===== config.mk =====
export PLATFORM = sky130hd
export DESIGN_NAME = buffered_uart_tx_param
export DESIGN_NICKNAME = d
export VERILOG_FILES = /design/src/rtl/buffered_uart_tx_param.sv
export SDC_FILE = /design/constraint.sdc
export NUM_CORES = 1
export LEC_CHECK = 0
export ABC_AREA = 1
export CAP_MARGIN = 20
export CORE_ASPECT_RATIO = 0.9
export CORE_MARGIN = 10
export CORE_UTILIZATION = 61
export DETAILED_ROUTE_END_ITERATION = 10
export GPL_ROUTABILITY_DRIVEN = 0
export GPL_TIMING_DRIVEN = 0
export MAX_ROUTING_LAYER = met4
export PLACE_DENSITY = 0.91
export SETUP_SLACK_MARGIN = 0.5
export SLEW_MARGIN = 5
export SYNTH_ARGS = -nofsm -noshare
export SYNTH_HDL_FRONTEND = slang
export SYNTH_SLANG_ARGS = --single-unit

===== constraint.sdc =====
create_clock -name clk -period 2.7 [get_ports clk]
set_input_delay 0.27 -clock clk [delete_from_list [all_inputs] [get_ports clk]]
set_output_delay 0.27 -clock clk [all_outputs]
set_load 0.05 [all_outputs]

===== src/rtl/buffered_uart_tx_param.sv =====
// Buffered UART transmitter: synchronous FIFO feeding a parametrised serializer.
// Defining BUF_UART_TX_CTS_EN adds an active-low cts_n input that gates new frames.
module buffered_uart_tx_param #(
  parameter int CLKS_PER_BIT = 16,
  parameter int DATA_BITS    = 8,
  parameter int FIFO_DEPTH   = 16,
  parameter int PARITY       = 0,
  parameter int STOP_BITS    = 1
) (
  input  logic                        clk,
  input  logic                        rst,
  input  logic [DATA_BITS-1:0]        data,
  input  logic                        data_valid,
  output logic                        data_ready,
  output logic                        full,
  output logic                        empty,
  output logic [$clog2(FIFO_DEPTH):0] level,
  output logic                        overflow,
  output logic                        busy,
  output logic                        uart_tx
`ifdef BUF_UART_TX_CTS_EN
  ,
  input  logic                        cts_n
`endif
);

  localparam int PW = $clog2(FIFO_DEPTH);
  localparam int LW = PW + 1;
  localparam int CW = $clog2(CLKS_PER_BIT);
  localparam int IW = $clog2(DATA_BITS);
  localparam logic [CW-1:0] CNT_LAST  = CW'(CLKS_PER_BIT - 1);
  localparam logic [IW-1:0] DATA_LAST = IW'(DATA_BITS - 1);
  localparam logic [IW-1:0] STOP_LAST = IW'(STOP_BITS - 1);

  typedef enum logic [2:0] {
    ST_IDLE  = 3'd0,
    ST_START = 3'd1,
    ST_DATA  = 3'd2,
    ST_PAR   = 3'd3,
    ST_STOP  = 3'd4
  } state_t;

  function automatic logic frame_parity(input logic [DATA_BITS-1:0] word);
    logic p;
    p = ^word;
    if (PARITY == 1) begin
      frame_parity = ~p;
    end else begin
      frame_parity = p;
    end
  endfunction

  logic [DATA_BITS-1:0] mem_r [FIFO_DEPTH];
  logic [PW-1:0]        wr_ptr_r;
  logic [PW-1:0]        rd_ptr_r;
  logic [LW-1:0]        level_r;
  logic                 overflow_r;

  state_t               state_r;
  state_t               next_state_s;
  logic [CW-1:0]        cnt_r;
  logic [CW-1:0]        next_cnt_s;
  logic [IW-1:0]        idx_r;
  logic [IW-1:0]        next_idx_s;
  logic [DATA_BITS-1:0] shift_r;
  logic [DATA_BITS-1:0] next_shift_s;
  logic                 par_r;
  logic                 next_par_s;
  logic                 tx_r;
  logic                 next_tx_s;

  logic                 push_s;
  logic                 pop_s;
  logic                 can_pop_s;
  logic                 bit_end_s;
  logic [DATA_BITS-1:0] head_s;

  assign full       = (level_r == LW'(FIFO_DEPTH));
  assign empty      = (level_r == {LW{1'b0}});
  assign data_ready = ~full;
  assign level      = level_r;
  assign overflow   = overflow_r;
  assign busy       = (state_r != ST_IDLE);
  assign uart_tx    = tx_r;

  assign push_s    = data_valid & ~full;
  assign head_s    = mem_r[rd_ptr_r];
  assign bit_end_s = (cnt_r == CNT_LAST);
`ifdef BUF_UART_TX_CTS_EN
  assign can_pop_s = ~empty & ~cts_n;
`else
  assign can_pop_s = ~empty;
`endif

  // FIFO storage array; contents are don't-care until written.
  always_ff @(posedge clk) begin
    if (push_s) begin
      mem_r[wr_ptr_r] <= data;
    end
  end

  // FIFO pointers, occupancy and sticky overflow flag.
  always_ff @(posedge clk) begin
    if (rst) begin
      wr_ptr_r   <= {PW{1'b0}};
      rd_ptr_r   <= {PW{1'b0}};
      level_r    <= {LW{1'b0}};
      overflow_r <= 1'b0;
    end else begin
      if (push_s) begin
        wr_ptr_r <= wr_ptr_r + PW'(1);
      end
      if (pop_s) begin
        rd_ptr_r <= rd_ptr_r + PW'(1);
      end
      level_r <= level_r + LW'(push_s) - LW'(pop_s);
      if (data_valid & full) begin
        overflow_r <= 1'b1;
      end
    end
  end

  // Serializer state and datapath registers.
  always_ff @(posedge clk) begin
    if (rst) begin
      state_r <= ST_IDLE;
      cnt_r   <= {CW{1'b0}};
      idx_r   <= {IW{1'b0}};
      shift_r <= {DATA_BITS{1'b0}};
      par_r   <= 1'b0;
      tx_r    <= 1'b1;
    end else begin
      state_r <= next_state_s;
      cnt_r   <= next_cnt_s;
      idx_r   <= next_idx_s;
      shift_r <= next_shift_s;
      par_r   <= next_par_s;
      tx_r    <= next_tx_s;
    end
  end

  // Next-state logic; the line value is computed for the coming bit and registered.
  always_comb begin
    next_state_s = state_r;
    next_cnt_s   = cnt_r;
    next_idx_s   = idx_r;
    next_shift_s = shift_r;
    next_par_s   = par_r;
    next_tx_s    = tx_r;
    pop_s        = 1'b0;
    case (state_r)
      ST_IDLE: begin
        if (can_pop_s) begin
          pop_s        = 1'b1;
          next_state_s = ST_START;
          next_cnt_s   = {CW{1'b0}};
          next_shift_s = head_s;
          next_par_s   = frame_parity(head_s);
          next_tx_s    = 1'b0;
        end else begin
          next_state_s = ST_IDLE;
          next_tx_s    = 1'b1;
        end
      end
      ST_START: begin
        if (bit_end_s) begin
          next_state_s = ST_DATA;
          next_cnt_s   = {CW{1'b0}};
          next_idx_s   = {IW{1'b0}};
          next_tx_s    = shift_r[0];
        end else begin
          next_cnt_s   = cnt_r + CW'(1);
        end
      end
      ST_DATA: begin
        if (bit_end_s) begin
          next_cnt_s = {CW{1'b0}};
          if (idx_r == DATA_LAST) begin
            if (PARITY != 0) begin
              next_state_s = ST_PAR;
              next_tx_s    = par_r;
            end else begin
              next_state_s = ST_STOP;
              next_idx_s   = {IW{1'b0}};
              next_tx_s    = 1'b1;
            end
          end else begin
            next_idx_s   = idx_r + IW'(1);
            next_shift_s = {1'b0, shift_r[DATA_BITS-1:1]};
            next_tx_s    = shift_r[1];
          end
        end else begin
          next_cnt_s = cnt_r + CW'(1);
        end
      end
      ST_PAR: begin
        if (bit_end_s) begin
          next_state_s = ST_STOP;
          next_cnt_s   = {CW{1'b0}};
          next_idx_s   = {IW{1'b0}};
          next_tx_s    = 1'b1;
        end else begin
          next_cnt_s   = cnt_r + CW'(1);
        end
      end
      ST_STOP: begin
        if (bit_end_s) begin
          next_cnt_s = {CW{1'b0}};
          if (idx_r == STOP_LAST) begin
            // Chain straight into the next start bit when more data is waiting.
            if (can_pop_s) begin
              pop_s        = 1'b1;
              next_state_s = ST_START;
              next_shift_s = head_s;
              next_par_s   = frame_parity(head_s);
              next_tx_s    = 1'b0;
            end else begin
              next_state_s = ST_IDLE;
              next_tx_s    = 1'b1;
            end
          end else begin
            next_idx_s = idx_r + IW'(1);
          end
        end else begin
          next_cnt_s = cnt_r + CW'(1);
        end
      end
      default: begin
        next_state_s = ST_IDLE;
        next_cnt_s   = {CW{1'b0}};
        next_tx_s    = 1'b1;
      end
    endcase
  end

endmodule


After elaboration in Yosys (flattened, before gate mapping)
Memory sizes are Yosys's and may differ from the RTL's. A register that Yosys moved wholly into a read port is not among the register bits.
Cells that the tools add are included.
{ "op_classes": {"bitwise_logic": 3, "eq_ne": 17, "n_mux": 39, "add_sub_neg": 6, "reduce_logical": 12} }
{ "op_table": {"columns": ["op", "n"], "rows": [
  ["8-bit two-way mux", 5],
  ["3-bit two-way mux", 11],
  ["8-bit one-hot mux with 3 select lines", 1],
  ["2-bit inequality test (second input constant)", 9],
  ["4-bit two-way mux", 4],
  ["3-bit one-hot mux with 5 select lines", 1],
  ["5-bit AND reduction", 3],
  ["1-bit two-way mux", 13],
  ["4-bit by 1-bit adder with 4-bit output (second input constant)", 3],
  ["3-bit one-hot mux with 3 select lines", 1],
  ["3-bit nonzero test", 3],
  ["4-bit one-hot mux with 2 select lines", 1],
  ["3-bit by 2-bit == test with 1-bit output (second input constant)", 2],
  ["3-bit == test (second input constant)", 2],
  ["3-bit zero test", 2],
  ["6-bit AND reduction", 1],
  ["5-bit by 1-bit adder with 5-bit output", 1],
  ["5-bit == test (second input constant)", 1],
  ["5-bit zero test", 1],
  ["1-bit one-hot mux with 5 select lines", 1],
  ["5-bit by 1-bit subtractor with 5-bit output", 1],
  ["4-bit == test (second input constant)", 1],
  ["4-bit OR reduction", 1],
  ["3-bit by 1-bit adder with 3-bit output (second input constant)", 1],
  ["6 further kinds", 7]
]} }
{ "totals": {"wordCells": 87, "output_inout_bits": 11, "n_memories": 1, "ff_bits": 33, "inputBits": 11, "ramBits": 128} }
{ "mem_list": {"columns": ["memory", "words", "word_bits", "rd", "rd_clocked_by_memory_dff", "write_ports", "line", "text"], "rows": [
  ["mem_r", 16, 8, 1, 1, 1, "53", "logic [DATA_BITS-1:0] mem_r [FIFO_DEPTH];"]
]} }

Depth between registers and ports, before layout
{ "logic_depth": {"ltp_word": 7, "mapped_depth": 16, "depth_no_buf": 16} }

Least setup slack after synthesis
OpenSTA, ideal clock, no wires.
{ "synth_timing": {"path_kind": "flip-flop to flip-flop", "from": "register level_r[3] (netlist: level[3])", "to": "register level_r[4] (netlist: level[4])", "path_slack_ns": -0.295, "required_time_ns": 2.575, "t_arrival_ns": 2.870, "setup_ns": 0.125, "stages_incl_launch_ff": 14, "n_path_buf": 0, "cell_sequence": "dfxtp_1 -> inv_1 -> ha_1 -> nand4_1 -> nand2_1 -> inv_1 -> nand2_1 -> nand2_1 -> ha_1 -> fa_1 -> a21oi_1 -> o21ai_0 -> o21ai_0 -> a21oi_1"} }
{ "synth_via": {"word_cells_on_any_way": 10, "classes_between": "add/sub: 2; eq/ne: 1; mux: 4; bitwise: 2; reduce/logical: 1"} }
{ "synth_lines": {"columns": ["item", "line", "text"], "rows": [
  ["start: declaration", "56", "logic [LW-1:0] level_r;"],
  ["start signal: assignment", "107", "level_r <= {LW{1'b0}};"],
  ["start signal: assignment", "116", "level_r <= level_r + LW'(push_s) - LW'(pop_s);"],
  ["5-bit == test", "78", "assign full = (level_r == LW'(FIFO_DEPTH));"],
  ["1-bit inverter", null, null],
  ["net data_ready", "14", "output logic data_ready,"],
  ["1-bit bitwise AND", "86", "assign push_s = data_valid & ~full;"],
  ["5-bit by 1-bit adder with 5-bit output", "116", null],
  ["5-bit by 1-bit subtractor with 5-bit output", "116", null]
]} }
The timed path passes the listed nets, and every way through them passes these cells.
A chain may end at the register's enable or synchronous reset.

Worst setup path in the final report
{ "layout_timing": {"from": "register idx_r[1]", "to": "register level_r[4] (netlist: level[4])"} }
{ "layout_via": {"elab_chain_cells": 5} }
{ "layout_rtl": {"columns": ["item", "line", "text"], "rows": [
  ["start: declaration", "63", "logic [IW-1:0] idx_r;"],
  ["start signal: assignment", "128", "idx_r <= {IW{1'b0}};"],
  ["start signal: assignment", "135", "idx_r <= next_idx_s;"],
  ["3-bit zero test", "209", "if (idx_r == STOP_LAST) begin"],
  ["1-bit two-way mux", "209", null],
  ["1-bit two-way mux", "207", "if (bit_end_s) begin"],
  ["1-bit one-hot mux with 2 select lines", "151", "case (state_r)"],
  ["5-bit by 1-bit subtractor with 5-bit output", "116", null]
]} }
No other way between the ends.

==> impl_metrics.env <==
export IMPL_crit_chain="ha_4 -> ha_4 -> or2_4 -> nand2_4 -> nand4_4 -> nand2_2 -> nand2_4 -> ha_4 -> fa_2 -> a21oi_2 -> o21ai_2 -> buf_4 -> a21oi_1"
export IMPL_pwr_share_comb_pct=37.4
export IMPL_grt_usage_pct=24.4
export IMPL_min_to="shift_r[7]$_SDFFE_PP0P_"
export IMPL_worst_slew_margin_rel_pct=47.9
export IMPL_reg2reg_slack_ps=280
export IMPL_tritoncts="yes"
export IMPL_rr_worst_depth=13
export IMPL_portBuffers=20
export IMPL_p_clk_share_pct=28.7
export IMPL_status="finished, final reports clean"
export IMPL_drt_iter0_markers=1227
export IMPL_cp_end_kind="flop"
export IMPL_final_layout_size_suffix_gt1_share_pct=14.4
export IMPL_synth_area_top_cells="edfxtp_1 (53%), nand2_1 (12%), dfxtp_1 (10%)"
export IMPL_place_hpwl_um=11700
export IMPL_worst_pin_slew_ps=779
export IMPL_power_leakage_nw=3.52
export IMPL_postRouteAntennaNets=0
export IMPL_core_um2=11500
export IMPL_overflow=0
export IMPL_die_area_um2=16600
export IMPL_cp_max_fo=3
export IMPL_worst_clock_skew_ps=9.65
export IMPL_ys_seq_elements=165
export IMPL_slowest_delay_ps=360
export IMPL_maxSlewViolCount=0
export IMPL_critPathLaunchType="flop"
export IMPL_post_route_period_util_pct=89.5
export IMPL_fp_dieW_um=135
export IMPL_cts_max_path_buffers=2
export IMPL_yosys_cell_count_top_type="nand2_1"
export IMPL_synthFlopType="edfxtp_1"
export IMPL_final_area_um2=8570
export IMPL_ir_drop_v=0.000742
export IMPL_top_level_ports=22
export IMPL_synth_warnings=0
export IMPL_layout_nets=828
export IMPL_cp_slowest_cell="fa_2"
export IMPL_drc=0
export IMPL_post_drt_via_cell_ratio=6.10
export IMPL_crit_start="idx_r[1]$_SDFFE_PP0P_"
export IMPL_power_net_switching_mw=3.57
export IMPL_required_ps=3050
export IMPL_syn_to_final_growth_pct=18.4
export IMPL_setup_violations_final=0
export IMPL_min_path_type="input port to flop"
export IMPL_ys_seq_area_share_pct=63.4
export IMPL_cp_num_buf_inv=1
export IMPL_clk_insertion_delay_late_ps=430
export IMPL_fin_crit_ps=2420
export IMPL_arrival_ps=2770
export IMPL_totalWireLength_um=19600
export IMPL_r2r_end="level[4]$_SDFF_PP0_"
export IMPL_synth_area_um2=7230
export IMPL_numCtsBuffers=17
export IMPL_finalPower_mw=9.12
export IMPL_r2r_start="idx_r[1]$_SDFFE_PP0P_"
export IMPL_final_hold_viol_count=0
export IMPL_switching_share_pct=39.2
export IMPL_antenna_found_initial=0
export IMPL_setup_slack_ps=284
export IMPL_ys_async_sr_fraction_pct=0
export IMPL_grt_max_degree=18
export IMPL_synth_cell_types=31
export IMPL_avgSynthCellArea_um2=9.70
export IMPL_grt_pass1_vias=5829
export IMPL_wl_per_cell_um=20.2
export IMPL_final_cells=971
export IMPL_post_place_cells=922
export IMPL_syn_inst=746
export IMPL_synth_common_cells="nand2_1 (227), edfxtp_1 (128), nand3_1 (90)"
export IMPL_internal_power_mw=5.55
export IMPL_initial_core_util_pct=62.7
export IMPL_placed_area_um2=7710
export IMPL_worstHoldStart="rst"
export IMPL_worstSetupPathType="flop to flop"
export IMPL_rows=37
export IMPL_cts_max_level=4
export IMPL_clk_pin_slew_ps=70
export IMPL_cts_root_buffer="clkbuf_16"
export IMPL_clock_sinks=165
export IMPL_rsz0062_at_grt="true"
export IMPL_dieHeight_um=123
export IMPL_holdPathStages=2
export IMPL_setup_tns_ps=0
export IMPL_dr_pass1_iters=10
export IMPL_synth_top_area_share_pct=53.1
export IMPL_place_ws_ps=1.76
export IMPL_seqPwrFrac_pct=33.8
export IMPL_p_per_area_nw_per_um2=1060
export IMPL_num_vias=5927
export IMPL_max_freq_mhz=414
export IMPL_cap_violations=0
export IMPL_cpMostUsedCell="ha_4"
export IMPL_crit_family="adder cells"
export IMPL_synth_fp_nets=772
export IMPL_grt_pass1_wl_um=30100
export IMPL_yosys_area_top_type="edfxtp_1"
export IMPL_n_fill_cell=678
export IMPL_n_antenna_cell=0
export IMPL_synth_edff_count=128
-- sequential cells by signal, summed over array words and instances (netlist names), 3 cells and up, named ones only --
| signal | count |
|---|---|
| level | 5 |
| shift_r | 8 |
| idx_r | 3 |
| wr_ptr_r | 4 |
| cnt_r | 4 |
| rd_ptr_r | 4 |
| mem_r | 128 |
| state_r | 3 |
-- how the worst max path moves through the flow --
stage | end | slack [ps] | depth (start not counted)
after detailed placement | level[4]$_SDFF_PP0_ | 2 | 14
after global placement | level[4]$_SDFF_PP0_ | 110 | 14
after CTS | level[4]$_SDFF_PP0_ | 340 | 13
after global routing | level[4]$_SDFF_PP0_ | 200 | 13
after floorplan | level[4]$_SDFF_PP0_ | 70 | 13
final | level[4]$_SDFF_PP0_ | 280 | 13
-- metrics by stage --
stage	hold slack, ps	util (%)
global route	303	74.3
detailed placement	451	66.9
finish	286	74.3
CTS	268	73.6
global placement	437	66.9
floorplan	369	-
-- area by class of cell --
type | instances | area [um2] | area share [%]
well taps | 156 | 195 | 2.28
inverters | 90 | 343 | 4.00
multi-input cells | 462 | 2350 | 27.4
repair buffers | 37 | 319 | 3.72
plain buffers | 29 | 125 | 1.46
clock buffers | 17 | 425 | 4.97
flip-flops and latches | 165 | 4600 | 53.7
clock inverters | 15 | 210 | 2.45
-- repair_timing --
| action | CTS | global route |
|---|---|---|
| pin swaps | 11 | 10 |
| hold buffers | 0 | 0 |
| setup buffers | 11 | 6 |
| setup endpoints to repair | 9 | 10 |
| gates resized for setup | 23 | 18 |
| gates cloned | 0 | 0 |
-- metal layers --
metal  vias up  GRT usage [%]  share of wire, %
li1       2570              -                 -
met1      2727           28.1                35
met2       497           39.6                47
met3       133           5.80                12
met4         0           12.4               5.9
met5         -              -                 0
-- cells in the final DEF (no fill, tap or decap), types with 3 or more instances in the layout --
master	count
dlygate4sd2_1	3
inv_8	5
clkbuf_1	20
bufinv_16	3
nor2_2	18
ha_4	5
buf_4	17
inv_1	78
edfxtp_1	128
clkdlybuf4s50_1	16
inv_6	4
nand2_2	3
o211ai_1	3
ha_1	9
nand4_1	4
nand2_1	222
nand2_4	4
clkbuf_16	17
nor2_1	38
nand3_1	89
dfxtp_2	6
a21oi_1	29
o21ai_0	14
buf_2	6
dfxtp_1	29
xor2_1	3
inv_2	8
-- logic make-up after synthesis --
kind of cell               Yosys count  synth area share [%]
DFF                                165                  63.4
and+or+nand+nor                    385                  22.6
xor gates and xnor gates             5                 0.606
AOI/OAI and AO/OA                   57                  4.34
adders and majority gates           15                  2.70
buffers and inverters              119                  6.37
-- power groups by stage --
| stage | combinational [mW] | clock [mW] | sequential (mW) |
|---|---|---|---|
| final | 3.41 | 2.62 | 3.09 |
| after global routing | 3.64 | 2.71 | 3.10 |
| after CTS | 3.12 | 2.59 | 3.07 |
| after detailed placement | 2.85 | 0 | 3.11 |
| after global placement | 2.71 | 0 | 3.10 |
| after floorplan | 1.89 | 0 | 3.22 |
Power figures use the tool's default switching activity.
